--- src/rtl/ldm_stm_pkg.sv ---
// Shared types and constants for the LDM/STM block-transfer sequencer.
package ldm_stm_pkg;

    typedef enum logic [1:0] {
        IDLE = 2'd0,
        XFER = 2'd1,
        WB   = 2'd2,
        DONE = 2'd3
    } seq_state_t;

    localparam int unsigned WORD_BYTES = 4;

    // Encoded so that {p_bit, u_bit} casts directly to the mode.
    typedef enum logic [1:0] {
        DA = 2'b00,
        IA = 2'b01,
        DB = 2'b10,
        IB = 2'b11
    } addr_mode_t;

endpackage

--- src/rtl/ldm_stm_seq_reglist_scan.sv ---
// Combinational register-list scanner: lowest set bit, its one-hot mask, popcount, empty.
module reglist_scan (
    input  logic [15:0] list_i,
    output logic [3:0]  idx_o,
    output logic [15:0] clr_o,
    output logic [4:0]  cnt_o,
    output logic        empty_o
);

    always_comb begin
        idx_o = '0;
        cnt_o = '0;
        // Scan from the top down so the lowest set bit is written last.
        for (int unsigned i = 0; i < 16; i++) begin
            if (list_i[15 - i]) begin
                idx_o = 4'(15 - i);
            end
            cnt_o = cnt_o + 5'(list_i[i]);
        end
    end

    assign clr_o   = list_i & (~list_i + 16'd1);
    assign empty_o = (list_i == '0);

endmodule

--- src/rtl/ldm_stm_seq.sv ---
// LDM/STM micro-sequencer: walks the register list one register per cycle, then optional base writeback.
module ldm_stm_seq
    import ldm_stm_pkg::*;
#(
    parameter int WIDTH = 32
) (
    input  logic             clk,
    input  logic             reset,
    input  logic             start,
    input  logic             is_load,
    input  logic             p_bit,
    input  logic             u_bit,
    input  logic             w_bit,
    input  logic [3:0]       rn,
    input  logic [WIDTH-1:0] base,
    input  logic [15:0]      reglist,
    output logic             busy,
    output logic             done,
    output logic [3:0]       rf_ra,
    input  logic [WIDTH-1:0] rf_rd,
    output logic             rf_we,
    output logic [3:0]       rf_wa,
    output logic [WIDTH-1:0] rf_wd,
    output logic             pc_we,
    output logic [WIDTH-1:0] pc_wd,
    output logic             mem_en,
    output logic             mem_we,
    output logic [WIDTH-1:0] mem_addr,
    output logic [WIDTH-1:0] mem_wd,
    input  logic [WIDTH-1:0] mem_rd
);

    seq_state_t       state_q, state_d;
    logic [15:0]      list_q, list_d;
    logic [WIDTH-1:0] addr_q, addr_d;
    logic [WIDTH-1:0] final_q, final_d;
    logic             ld_q, ld_d;
    logic             wb_q, wb_d;
    logic [3:0]       rn_q, rn_d;

    logic [15:0]      scan_in;
    logic [3:0]       scan_idx;
    logic [15:0]      scan_clr;
    logic [4:0]       scan_cnt;
    logic             scan_empty;

    addr_mode_t       mode;
    logic [WIDTH-1:0] span;
    logic [WIDTH-1:0] start_addr;
    logic [WIDTH-1:0] step;

    // One scanner serves both roles: popcount of the incoming list in IDLE, selection of the remaining list otherwise.
    assign scan_in = (state_q == IDLE) ? reglist : list_q;

    reglist_scan u_scan (
        .list_i  (scan_in),
        .idx_o   (scan_idx),
        .clr_o   (scan_clr),
        .cnt_o   (scan_cnt),
        .empty_o (scan_empty)
    );

    assign step = WIDTH'(WORD_BYTES);
    assign mode = addr_mode_t'({p_bit, u_bit});
    assign span = WIDTH'(scan_cnt) * step;

    always_comb begin
        start_addr = base;
        case (mode)
            IA: start_addr = base;
            IB: start_addr = base + step;
            DA: start_addr = base - span + step;
            DB: start_addr = base - span;
            default: start_addr = base;
        endcase
    end

    always_ff @(posedge clk or posedge reset) begin
        if (reset) begin
            state_q <= IDLE;
            list_q  <= '0;
            addr_q  <= '0;
            final_q <= '0;
            ld_q    <= 1'b0;
            wb_q    <= 1'b0;
            rn_q    <= '0;
        end else begin
            state_q <= state_d;
            list_q  <= list_d;
            addr_q  <= addr_d;
            final_q <= final_d;
            ld_q    <= ld_d;
            wb_q    <= wb_d;
            rn_q    <= rn_d;
        end
    end

    always_comb begin
        state_d  = state_q;
        list_d   = list_q;
        addr_d   = addr_q;
        final_d  = final_q;
        ld_d     = ld_q;
        wb_d     = wb_q;
        rn_d     = rn_q;
        busy     = (state_q != IDLE);
        done     = 1'b0;
        rf_ra    = '0;
        rf_we    = 1'b0;
        rf_wa    = '0;
        rf_wd    = '0;
        pc_we    = 1'b0;
        pc_wd    = '0;
        mem_en   = 1'b0;
        mem_we   = 1'b0;
        mem_addr = '0;
        mem_wd   = '0;

        case (state_q)
            IDLE: begin
                if (start) begin
                    list_d  = reglist;
                    ld_d    = is_load;
                    rn_d    = rn;
                    addr_d  = start_addr;
                    final_d = u_bit ? base + span : base - span;
                    // A load of Rn itself takes precedence over the writeback.
                    wb_d    = w_bit && !(is_load && reglist[rn]);
                    state_d = scan_empty ? DONE : XFER;
                end
            end
            XFER: begin
                mem_en   = 1'b1;
                mem_addr = addr_q;
                if (!ld_q) begin
                    rf_ra  = scan_idx;
                    mem_we = 1'b1;
                    mem_wd = rf_rd;
                end else if (scan_idx == 4'd15) begin
                    pc_we = 1'b1;
                    pc_wd = mem_rd;
                end else begin
                    rf_we = 1'b1;
                    rf_wa = scan_idx;
                    rf_wd = mem_rd;
                end
                list_d = list_q & ~scan_clr;
                addr_d = addr_q + step;
                if (list_d == '0) begin
                    state_d = wb_q ? WB : DONE;
                end
            end
            WB: begin
                rf_we   = 1'b1;
                rf_wa   = rn_q;
                rf_wd   = final_q;
                state_d = DONE;
            end
            DONE: begin
                done    = 1'b1;
                state_d = IDLE;
            end
            default: state_d = IDLE;
        endcase
    end

endmodule

--- config.mk ---
export PLATFORM = sky130hd
export DESIGN_NAME = ldm_stm_seq
export DESIGN_NICKNAME = d
export VERILOG_FILES = /design/src/rtl/ldm_stm_pkg.sv /design/src/rtl/ldm_stm_seq_reglist_scan.sv /design/src/rtl/ldm_stm_seq.sv
export SDC_FILE = /design/constraint.sdc
export NUM_CORES = 1
export LEC_CHECK = 0
export CORE_MARGIN = 5
export CORE_UTILIZATION = 55
export CTS_CLUSTER_DIAMETER = 100
export DETAILED_ROUTE_END_ITERATION = 16
export DONT_BUFFER_PORTS = 1
export PLACE_DENSITY = 0.7
export SLEW_MARGIN = 20
export SYNTH_ARGS = -nofsm -noshare
export SYNTH_HDL_FRONTEND = slang
export SYNTH_SLANG_ARGS = --single-unit
--- constraint.sdc ---
create_clock -name clk -period 21.7 [get_ports clk]
set_clock_uncertainty 0.1 [all_clocks]
set_input_delay 4.34 -clock clk [delete_from_list [all_inputs] [get_ports clk]]
set_output_delay 4.34 -clock clk [all_outputs]
set_load 0.005 [all_outputs]
==> key figures <==
Clocking
  – Clock Pin Slew Worst Setup and Hold Paths: 0.07 ns
  – Root buffer selected by CTS: sky130_fd_sc_hd__clkbuf_16
  – Insertion delay to the later sink of the worst-skew pair: 0.36 ns
  – CTS tree: built
  – Level count of the clock H-tree: 3
  – CTS buffer count: 9
  – Hold_buf cts: 0
  – Clock Sinks: 88
  – Max Buffers Root-to-Sink: 2
  – Post-CTS setup buffers: 0
  – Post-cts resize count: 0

Job
  – Count of max-cap constraint violations: 0

Setup path
  – Total buffers and inverters traversed by the critical path: 0
  – Required time at the endpoint of the critical path: 17.26 ns
  – Setup slack of the most critical reg-to-reg path: 12.49 ns
  – Type of origin of the critical path: primary input
  – Critical path arrival: 7.73 ns
  – Kind of cell with the highest combined delay on the critical path: simple AND/OR/NAND/NOR gates
  – CP Depth: 6
  – Terminus of the critical flop-to-flop path: addr_q[30]$_DFFE_PP0P_
  – Critical path capture point: pc_wd[20]
  – Worst Reg2Reg Path Length in Cells: 22
  – Largest incremental delay on the critical path: 0.86 ns
  – Reg-to-reg critical path startpoint: state_q[0]$_DFFE_PP0P_
  – Critical path cell sequence: o31ai_1 -> nand2_1 -> or2_2 -> nor4b_1 -> and3_1 -> and2_1
  – Peak fanout along the critical path: 33
  – Endpoint kind of the worst setup timing path: output port
  – Critical-path top delay cell: sky130_fd_sc_hd__and3_1
  – Type of the worst setup path: primary input to output port
  – Start point of the critical path: reglist[1]

Yosys
  – Mean Syn Cell Area: 7.30 sq um
  – Compound-cell area share of the yosys netlist: 25.5%
  – Dominant combinational cell family by area after synthesis: simple AND/OR/NAND/NOR gates
  – Post-Synthesis Net Count: 1,559
  – Post-Synth Adder-Cell Area: 5.80%
  – Count of warnings emitted by yosys: 0
  – Simple-gate share of the synthesized area: 31.6%
  – Synth Register Bits: 88
  – Fraction of the yosys area taken by sequential cells: 21.6%
  – Share of cell area taken by muxes after synthesis: 3.53%
  – Primary flip-flop cell chosen by synthesis mapping: sky130_fd_sc_hd__dfrtp_1
  – Post-synthesis async set-or-reset flop share: 100%
  – EDFF count, synth: 0
  – Area of the mapped netlist: 10,200 sq um
  – Count of different cell masters after synthesis: 91
  – Xor-xnor portion of the synthesized cell area: 5.92%
  – Gate Count Post-Synth: 1,396

GRT
  – Wire length of the first global-routing pass: 56,800 microns
  – Congestion Overflow GR: 0
  – Via count of the first global-routing pass: 9,755
  – Antenna violations before repair: 2
  – Global routing usage summed across all routing layers: 33.3%
  – Global routing's busiest layer: met2
  – Global-route track usage on met3: 7.34%
  – Routing usage on met1: 44.0%
  – Met2 usage in global routing: 52.7%
  – Pin count of the biggest net entering global routing: 75

STA
  – Highest Clock Rate: 0.0822 GHz
  – Final total negative setup slack: 0 ns
  – Final setup violation count: 0
  – Final period util: 56.1%
  – Remaining max-slew budget at the tightest pin: 28.4%
  – Actual transition at the worst max-transition pin: 1.07 ns
  – Pins Over Slew Limit: 0
  – Shortest clock period the worst path allows after layout: 12.17 ns
  – RSZ-0062 raised after global routing: false
  – Final Hold Violating Endpoints: 0

Placement
  – DPL Wire Length: 28,300 microns
  – Placed Instance Area: 10,200 sq um
  – Final GP Congestion: 0.983
  – Number of input and output port buffers inserted: 0

Drt
  – Mean number of vias per cell: 6.89
  – Detailed-route via count: 10,700
  – DRC violations left: 0
  – Overall routed net length: 37,200 microns
  – DRT antenna net count: 0
  – DRT iter0 DRCs: 1,560
  – Per-cell routed wire length: 23.9 microns
  – Number of iterations in the first detailed-routing pass: 7

Layout
  – Post-layout instance area: 10,500 sq um
  – # diodes: 0
  – Relative area change from synthesis to final layout: 3.05%
  – Fraction of layout cells with a size suffix above 1: 5.81%
  – Commonest non-fill, non-tap cell in the layout: sky130_fd_sc_hd__nand2_1
  – Top library cells by usage in the layout, fill and taps aside: 160 x sky130_fd_sc_hd__nand2_1, 105 x sky130_fd_sc_hd__o21ai_0, 95 x sky130_fd_sc_hd__and2_1
  – Final nets: 1,484

Die
  – Chip Height: 146 microns
  – Area of the die: 21,300 sq um
  – Initial Utilization: 56.3%
  – Number of top-level design ports: 265
  – Number of rows in the core area: 49
  – Core Area: 18,100 sq um
  – Die X-Extent: 146 microns

Worst hold path
  – Worst min-delay path category: register to register

Status
  – Outcome: completed
-- Yosys cell counts, types with 21 or more instances --
cell	n	area [sq um]
sky130_fd_sc_hd__a21oi_1	84	420
sky130_fd_sc_hd__a22oi_1	39	293
sky130_fd_sc_hd__and2_1	95	594
sky130_fd_sc_hd__clkbuf_1	86	323
sky130_fd_sc_hd__dfrtp_1	88	2200
sky130_fd_sc_hd__ha_1	28	350
sky130_fd_sc_hd__inv_1	54	203
sky130_fd_sc_hd__nand2_1	161	604
sky130_fd_sc_hd__nand3_1	47	235
sky130_fd_sc_hd__nand4_1	21	131
sky130_fd_sc_hd__nor2_1	96	360
sky130_fd_sc_hd__nor2b_1	46	288
sky130_fd_sc_hd__nor3_1	40	200
sky130_fd_sc_hd__o21ai_0	106	531
sky130_fd_sc_hd__xnor2_1	46	403
sky130_fd_sc_hd__xor2_1	21	184
-- cell type report --
type	instances	area, sq um
inverter	55	208
clock inverter	7	53.8
clock buffer	9	225
tap	229	287
timing repair buffer	18	135
fill	1711	7590
sequential	88	2200
multi-input combinational	1149	7390
-- registers in the layout (all words and copies together) (netlist names) --
name,count
list_q,16
rn_q,4
wb_q,1
ld_q,1
final_q,32
addr_q,32
state_q,2
-- cells by family after synthesis --
kind of cell             count (synthesis)
buffers and inverters                  159
XOR/XNOR                                68
AO/OA/AOI/OAI                          398
multiplexers                            29
adder cells (fa/ha/maj)                 40
AND/OR/NAND/NOR                        614
flip-flops                              88
-- tightest hold or removal path, cell delays in order (launching register included) --
cell and delay (ns):
sky130_fd_sc_hd__dfrtp_1 0.34, sky130_fd_sc_hd__nand2_1 0.04, sky130_fd_sc_hd__o21ai_0 0.06
-- how the worst min path moves through the flow --
stage | startpoint | endpoint | slack (ns) | depth (start not counted)
floorplan | wb_q$_DFFE_PP0P_ | wb_q$_DFFE_PP0P_ | 0.34 | 2
global placement | addr_q[1]$_DFFE_PP0P_ | addr_q[1]$_DFFE_PP0P_ | 0.35 | 2
finish | addr_q[1]$_DFFE_PP0P_ | addr_q[1]$_DFFE_PP0P_ | 0.37 | 2
CTS | addr_q[1]$_DFFE_PP0P_ | addr_q[1]$_DFFE_PP0P_ | 0.38 | 2
detailed placement | final_q[0]$_DFFE_PP0P_ | final_q[0]$_DFFE_PP0P_ | 0.36 | 2
global route | final_q[26]$_DFFE_PP0P_ | final_q[26]$_DFFE_PP0P_ | 0.41 | 2
-- metrics by stage --
| step | utilization (%) | std cells | setup slack (ns) | hold WS, ns |
|---|---|---|---|---|
| after floorplan | - | 1396 | 10.58 | 0.340 |
| after global placement | 56.5 | 1539 | 9.76 | 0.355 |
| after detailed placement | 56.5 | 1539 | 9.62 | 0.363 |
| after CTS | 58.0 | 1555 | 9.77 | 0.379 |
| after global routing | 58.0 | 1555 | 9.32 | 0.407 |
| final | 58.0 | 1555 | 9.53 | 0.373 |
-- per-layer routing --
metal / up-vias / wire (microns) / part of all wire [%]
met4: 0 / 1600 / 4.3
met3: 92 / 3990 / 11
met2: 650 / 16800 / 45
met5: - / 0 / 0
met1: 5108 / 14800 / 40
li1: 4863 / - / -
Power is left out: the tool's default activity adds up to more than one toggle a clock period on the data nets, which glitch-free logic cannot reach.
